===== src/rtl/digest_accum.sv =====
// SHA-2 chaining-value accumulator: adds compression results into H0..H(N-1) across a multi-block message.
// Optional SHA-224 mode (mode_224 port, SHA-224 IV, truncated digest) is enabled by defining DIGEST_ACCUM_SHA224_EN.
module digest_accum #(
  parameter int unsigned WORD_W    = 32,
  parameter int unsigned NUM_WORDS = 8,
  parameter logic [WORD_W*NUM_WORDS-1:0] IV =
    256'h6a09e667bb67ae853c6ef372a54ff53a510e527f9b05688c1f83d9ab5be0cd19,
  parameter int unsigned CNT_W     = 16
) (
  input  logic                          clk,
  input  logic                          rst,
  input  logic                          start,
`ifdef DIGEST_ACCUM_SHA224_EN
  input  logic                          mode_224,
`endif
  input  logic                          blk_valid,
  input  logic                          blk_last,
  output logic                          blk_ready,
  input  logic [WORD_W*NUM_WORDS-1:0]   state_in,
  output logic [WORD_W*NUM_WORDS-1:0]   chain_out,
  output logic [WORD_W*NUM_WORDS-1:0]   digest,
  output logic                          digest_valid,
  input  logic                          digest_ready,
  output logic                          busy,
  output logic [CNT_W-1:0]              blk_count
);

  localparam int unsigned H_W = WORD_W * NUM_WORDS;

  localparam logic [1:0] S_IDLE   = 2'd0;
  localparam logic [1:0] S_ABSORB = 2'd1;
  localparam logic [1:0] S_FINAL  = 2'd2;
  localparam logic [1:0] S_DONE   = 2'd3;

  logic [1:0]     state_q;
  logic [H_W-1:0] h_q;
  logic [H_W-1:0] h_sum;
  logic [H_W-1:0] start_iv;
  logic [H_W-1:0] final_digest;
  logic           accept;

`ifdef DIGEST_ACCUM_SHA224_EN
  localparam logic [H_W-1:0] IV_224 =
    256'hc1059ed8367cd5073070dd17f70e5939ffc00b316858151164f98fa7befa4fa4;

  logic mode_q;

  always_ff @(posedge clk) begin
    if (rst) begin
      mode_q <= 1'b0;
    end else if (state_q == S_IDLE && start) begin
      mode_q <= mode_224;
    end
  end

  assign start_iv     = mode_224 ? IV_224 : IV;
  // SHA-224 publishes only H0..H6, so the least-significant word is blanked.
  assign final_digest = mode_q ? {h_q[H_W-1:WORD_W], {WORD_W{1'b0}}} : h_q;
`else
  assign start_iv     = IV;
  assign final_digest = h_q;
`endif

  assign blk_ready = (state_q == S_ABSORB);
  assign busy      = (state_q != S_IDLE);
  assign chain_out = h_q;
  assign accept    = blk_valid && blk_ready;

  // Word-wise modular add; each slice truncates its own carry.
  always_comb begin
    h_sum = '0;
    for (int i = 0; i < int'(NUM_WORDS); i++) begin
      h_sum[i*WORD_W +: WORD_W] = h_q[i*WORD_W +: WORD_W] + state_in[i*WORD_W +: WORD_W];
    end
  end

  always_ff @(posedge clk) begin
    if (rst) begin
      state_q      <= S_IDLE;
      h_q          <= IV;
      digest       <= '0;
      digest_valid <= 1'b0;
      blk_count    <= '0;
    end else begin
      case (state_q)
        S_IDLE: begin
          if (start) begin
            h_q       <= start_iv;
            blk_count <= '0;
            state_q   <= S_ABSORB;
          end
        end
        S_ABSORB: begin
          if (accept) begin
            h_q <= h_sum;
            if (blk_count != {CNT_W{1'b1}}) begin
              blk_count <= blk_count + CNT_W'(1);
            end
            if (blk_last) begin
              state_q <= S_FINAL;
            end
          end
        end
        S_FINAL: begin
          digest       <= final_digest;
          digest_valid <= 1'b1;
          state_q      <= S_DONE;
        end
        S_DONE: begin
          if (digest_valid && digest_ready) begin
            digest_valid <= 1'b0;
            state_q      <= S_IDLE;
          end
        end
        default: begin
          state_q <= S_IDLE;
        end
      endcase
    end
  end

endmodule


===== config.mk =====
export PLATFORM = sky130hd
export DESIGN_NAME = digest_accum
export DESIGN_NICKNAME = d
export VERILOG_FILES = /design/src/rtl/digest_accum.sv
export SDC_FILE = /design/constraint.sdc
export NUM_CORES = 2
export LEC_CHECK = 0
export BUFFER_PORTS_ARGS = -buffer_cell sky130_fd_sc_hd__buf_2
export CORE_AREA = 2 2 312 314
export DETAILED_ROUTE_END_ITERATION = 8
export DIE_AREA = 0 0 314 316
export PLACE_DENSITY_LB_ADDON = 0.12
export SLEW_MARGIN = 40
export SYNTH_ARGS = -nofsm -noshare
export SYNTH_HDL_FRONTEND = slang
export SYNTH_SLANG_ARGS = --single-unit

===== constraint.sdc =====
create_clock -name clk -period 4.5 [get_ports clk]
set_input_delay 0.675 -clock clk [delete_from_list [all_inputs] [get_ports clk]]
set_output_delay 0.675 -clock clk [all_outputs]
set_load 0.01 [all_outputs]

==> metrics.txt <==
CP endpoint kind=flip-flop; placer's final routability congestion estimate=0.856; Cell Area, Synth=0.0300 mm^2; Leak=17.0 nW; Hold Crit Class=input pin to flip-flop; clock transition at the registers of the reported paths=60 ps; status=finished, final reports clean; clock latency on the worst-skew pair=630 ps; final setup vio count=0; TritonCTS clock tree=done; Ys Warns=0; #FFs+latches synth=531; distinct cell type count after synthesis=83; Area Overhead vs Synth=25.5%; post-layout util=39.3%; WL per Instance=20.2 um; final period utilization=80.3%; port buffer count=792; deepest clock path buffer count=3; Critical Path AT=4110 ps; H-Tree Depth=3; setup bufs post-CTS=0; RSZ-0062 raised after global routing=false; WP data required=5000 ps; Residual DRC=0; number of global-route vias before repair=26.9k; starting density of the core=31.3%; Final ANT Viol Nets=0; Post-synth EDFFs=0; Max transition margin=36.5%; Setup CP Type=flip-flop to flip-flop; CP startpoint=chain_out[128]; drt first pass iters=6; initial antenna violation count=45; max-cap check violation count=0; Clock Skew=17.8 ps; Tot Pwr=21.9 mW; vias after detailed routing=28.2k; Peak Freq=277 MHz; final-stage net count=4,733; fillcell total=9,974; # rows=114; Mapped Nets=3,997; vias per cell=5.07; layout cells sized above 1=22.5%; fin crit period=3620 ps; Cell Chain, Critical Path=ha_1, fa_1, a21o_1, a211oi_1, o211ai_1, a211oi_1, o21ai_0, a41o_1, a2111oi_0, nor3_1, xnor2_1, o21ai_0; Clock Tree Root=clkbuf_16; aggregate global routing overflow=0; final wirelength=112 mm; clock sink count=531; Total GRT Usage=21.7%; global-route wire length before repair=167 mm; largest net degree at the start of global routing=150; Crit-path slowest cell=a211oi_1; worst r2r dst=chain_out[158]; Hold Fails Final Rpt=0; final slew viol count=0; Reg-to-Reg Start=chain_out[128]; Buf/Inv on CP=0; register-to-register setup slack=880 ps; Worst R2R Path Depth=12; synthesized instance count=3,473; peak supply drop=0.352 mV; sequential fraction of the synthesis area=35.4%; crit path max fanout=4; WHS Endpoint=digest_valid; die area=0.0992 mm^2; CTS Hold Bufs=0; Worst path max stage delay=470 ps; core area=0.0960 mm^2; hold_sp=digest_ready; Die Wd=314 um; Top delay family on crit path=compound AO/OA/AOI/OAI gates; FFs w/ async S/R, synth=0%; DP Wirelength=84.1 mm; setup TNS=0 ps; io pins=793; Setup crit start kind=flip-flop; Top FF cell, synth=dfxtp_1; cell area power density=581 mW/mm^2; Worst-Margin Slew=953 ps; DIE HEIGHT=316 um; Post-Syn Area per Cell=8.65 um^2; Worst Hold Slack=386 ps; CTS resizes=0; Hold Path Stages=4; violation count after the first detailed-route iteration=1,542; Num CTS Buffers=69
[tightest hold or removal path, stage by stage]
cell,delay [ps]
buf_2,110
nand2_1,60
a21oi_1,60
nor2_1,70
[Yosys cell counts, drive strengths merged, types with 6 or more instances]
cell type,number,share of area (%)
inv,71,0.89
a31oi,27,0.58
o21ai,151,2.5
or3,21,0.44
o31ai,13,0.34
nand3b,6,0.15
a21boi,6,0.15
a31o,6,0.17
ha,254,11
and3,32,0.67
o21bai,33,0.82
nand2,238,3.0
nor2b,28,0.58
o22ai,75,1.6
nor2,510,6.4
buf,39,0.49
a21o,155,3.9
o21a,42,1.0
or2,9,0.19
a32oi,7,0.20
a211oi,22,0.55
clkbuf,114,1.4
xnor2,100,2.9
and2,8,0.17
a221oi,10,0.31
o211ai,20,0.52
nor3,35,0.58
a22oi,61,1.5
nand3,47,0.78
a21oi,261,4.4
nor3b,8,0.20
xor2,110,3.2
fa,8,0.53
and4,7,0.20
a211o,9,0.26
nand4,23,0.48
dfxtp,531,35
mux2i,267,8.9
o22a,7,0.20
nand2b,30,0.62
a2111oi,6,0.20
a32o,6,0.20
[layout make-up]
type / instances / area, um^2 / area share [%]
Multi-Input combinational cell: 2718 / 18700 / 49.5
Sequential cell: 531 / 10600 / 28.2
Timing Repair Buffer: 818 / 4290 / 11.4
Clock buffer: 98 / 2040 / 5.41
Tap cell: 1276 / 1600 / 4.23
Inverter: 71 / 269 / 0.713
Clock inverter: 20 / 185 / 0.491
Antenna cell: 21 / 52.6 / 0.139
[worst max-delay path by stage]
stage | slack (ps) | cells after the start | to
6_report | 880 | 12 | chain_out[158]
5_1_grt | 640 | 12 | chain_out[158]
4_1_cts | 910 | 12 | chain_out[158]
3_5_place_dp | 500 | 13 | chain_out[158]
3_3_place_gp | 410 | 13 | chain_out[158]
2_1_floorplan | 1170 | 12 | chain_out[158]
[per-stage QoR]
step	worst slack (ps)	area (um^2)	std cells
after floorplan	1170	30000	3473
after global placement	407	35400	5412
after detailed placement	501	35400	5413
after CTS	907	37700	5531
after global routing	636	37700	5548
final	885	37700	5553
[cells in the final DEF (no fill, tap or decap), drive strengths merged, types with 47 or more instances in the layout]
master  instances
nand3          47
a22oi          61
a21o          155
xnor2         100
o21ai         151
nor2          510
ha            254
buf           817
nand2         238
inv            71
xor2          110
mux2i         267
o22ai          75
clkbuf         99
dfxtp         531
a21oi         261
[sequential cells by signal, summed over array words and instances (netlist names)]
name	count
digest_valid	1
chain_out	256
blk_count	16
digest	256
state_q	2
[cell families (layout without fill, tap and decap cells)]
family	count (synthesis)	after routing	share of synthesized area, %
xor gates and xnor gates	210	210	6.12
and+or+nand+nor	1015	1015	14.8
muxes	267	267	8.89
other	0	21	0
DFF	531	531	35.4
buffers and inverters	224	1007	2.80
adders and majority gates	262	262	11.1
AOI/OAI and AO/OA	964	964	20.9
[power breakdown]
group | total, mW | switching, mW | internal, mW
Sequential | 6.65 | 0.969 | 5.68
Combinational | 9.76 | 5.81 | 3.96
Clock | 5.52 | 2.21 | 3.31
Total | 21.9 | 8.98 | 12.9
[metal layers]
| metal | track usage, % | vias up | share of wire, % |
|---|---|---|---|
| met4 | 7.13 | 38 | 2.4 |
| met3 | 5.40 | 171 | 6.7 |
| met1 | 26.6 | 13143 | 43 |
| met5 | 0 | - | 0.22 |
| met2 | 37.1 | 772 | 48 |
| li1 | - | 14029 | - |
Power figures use the tool's default switching activity.
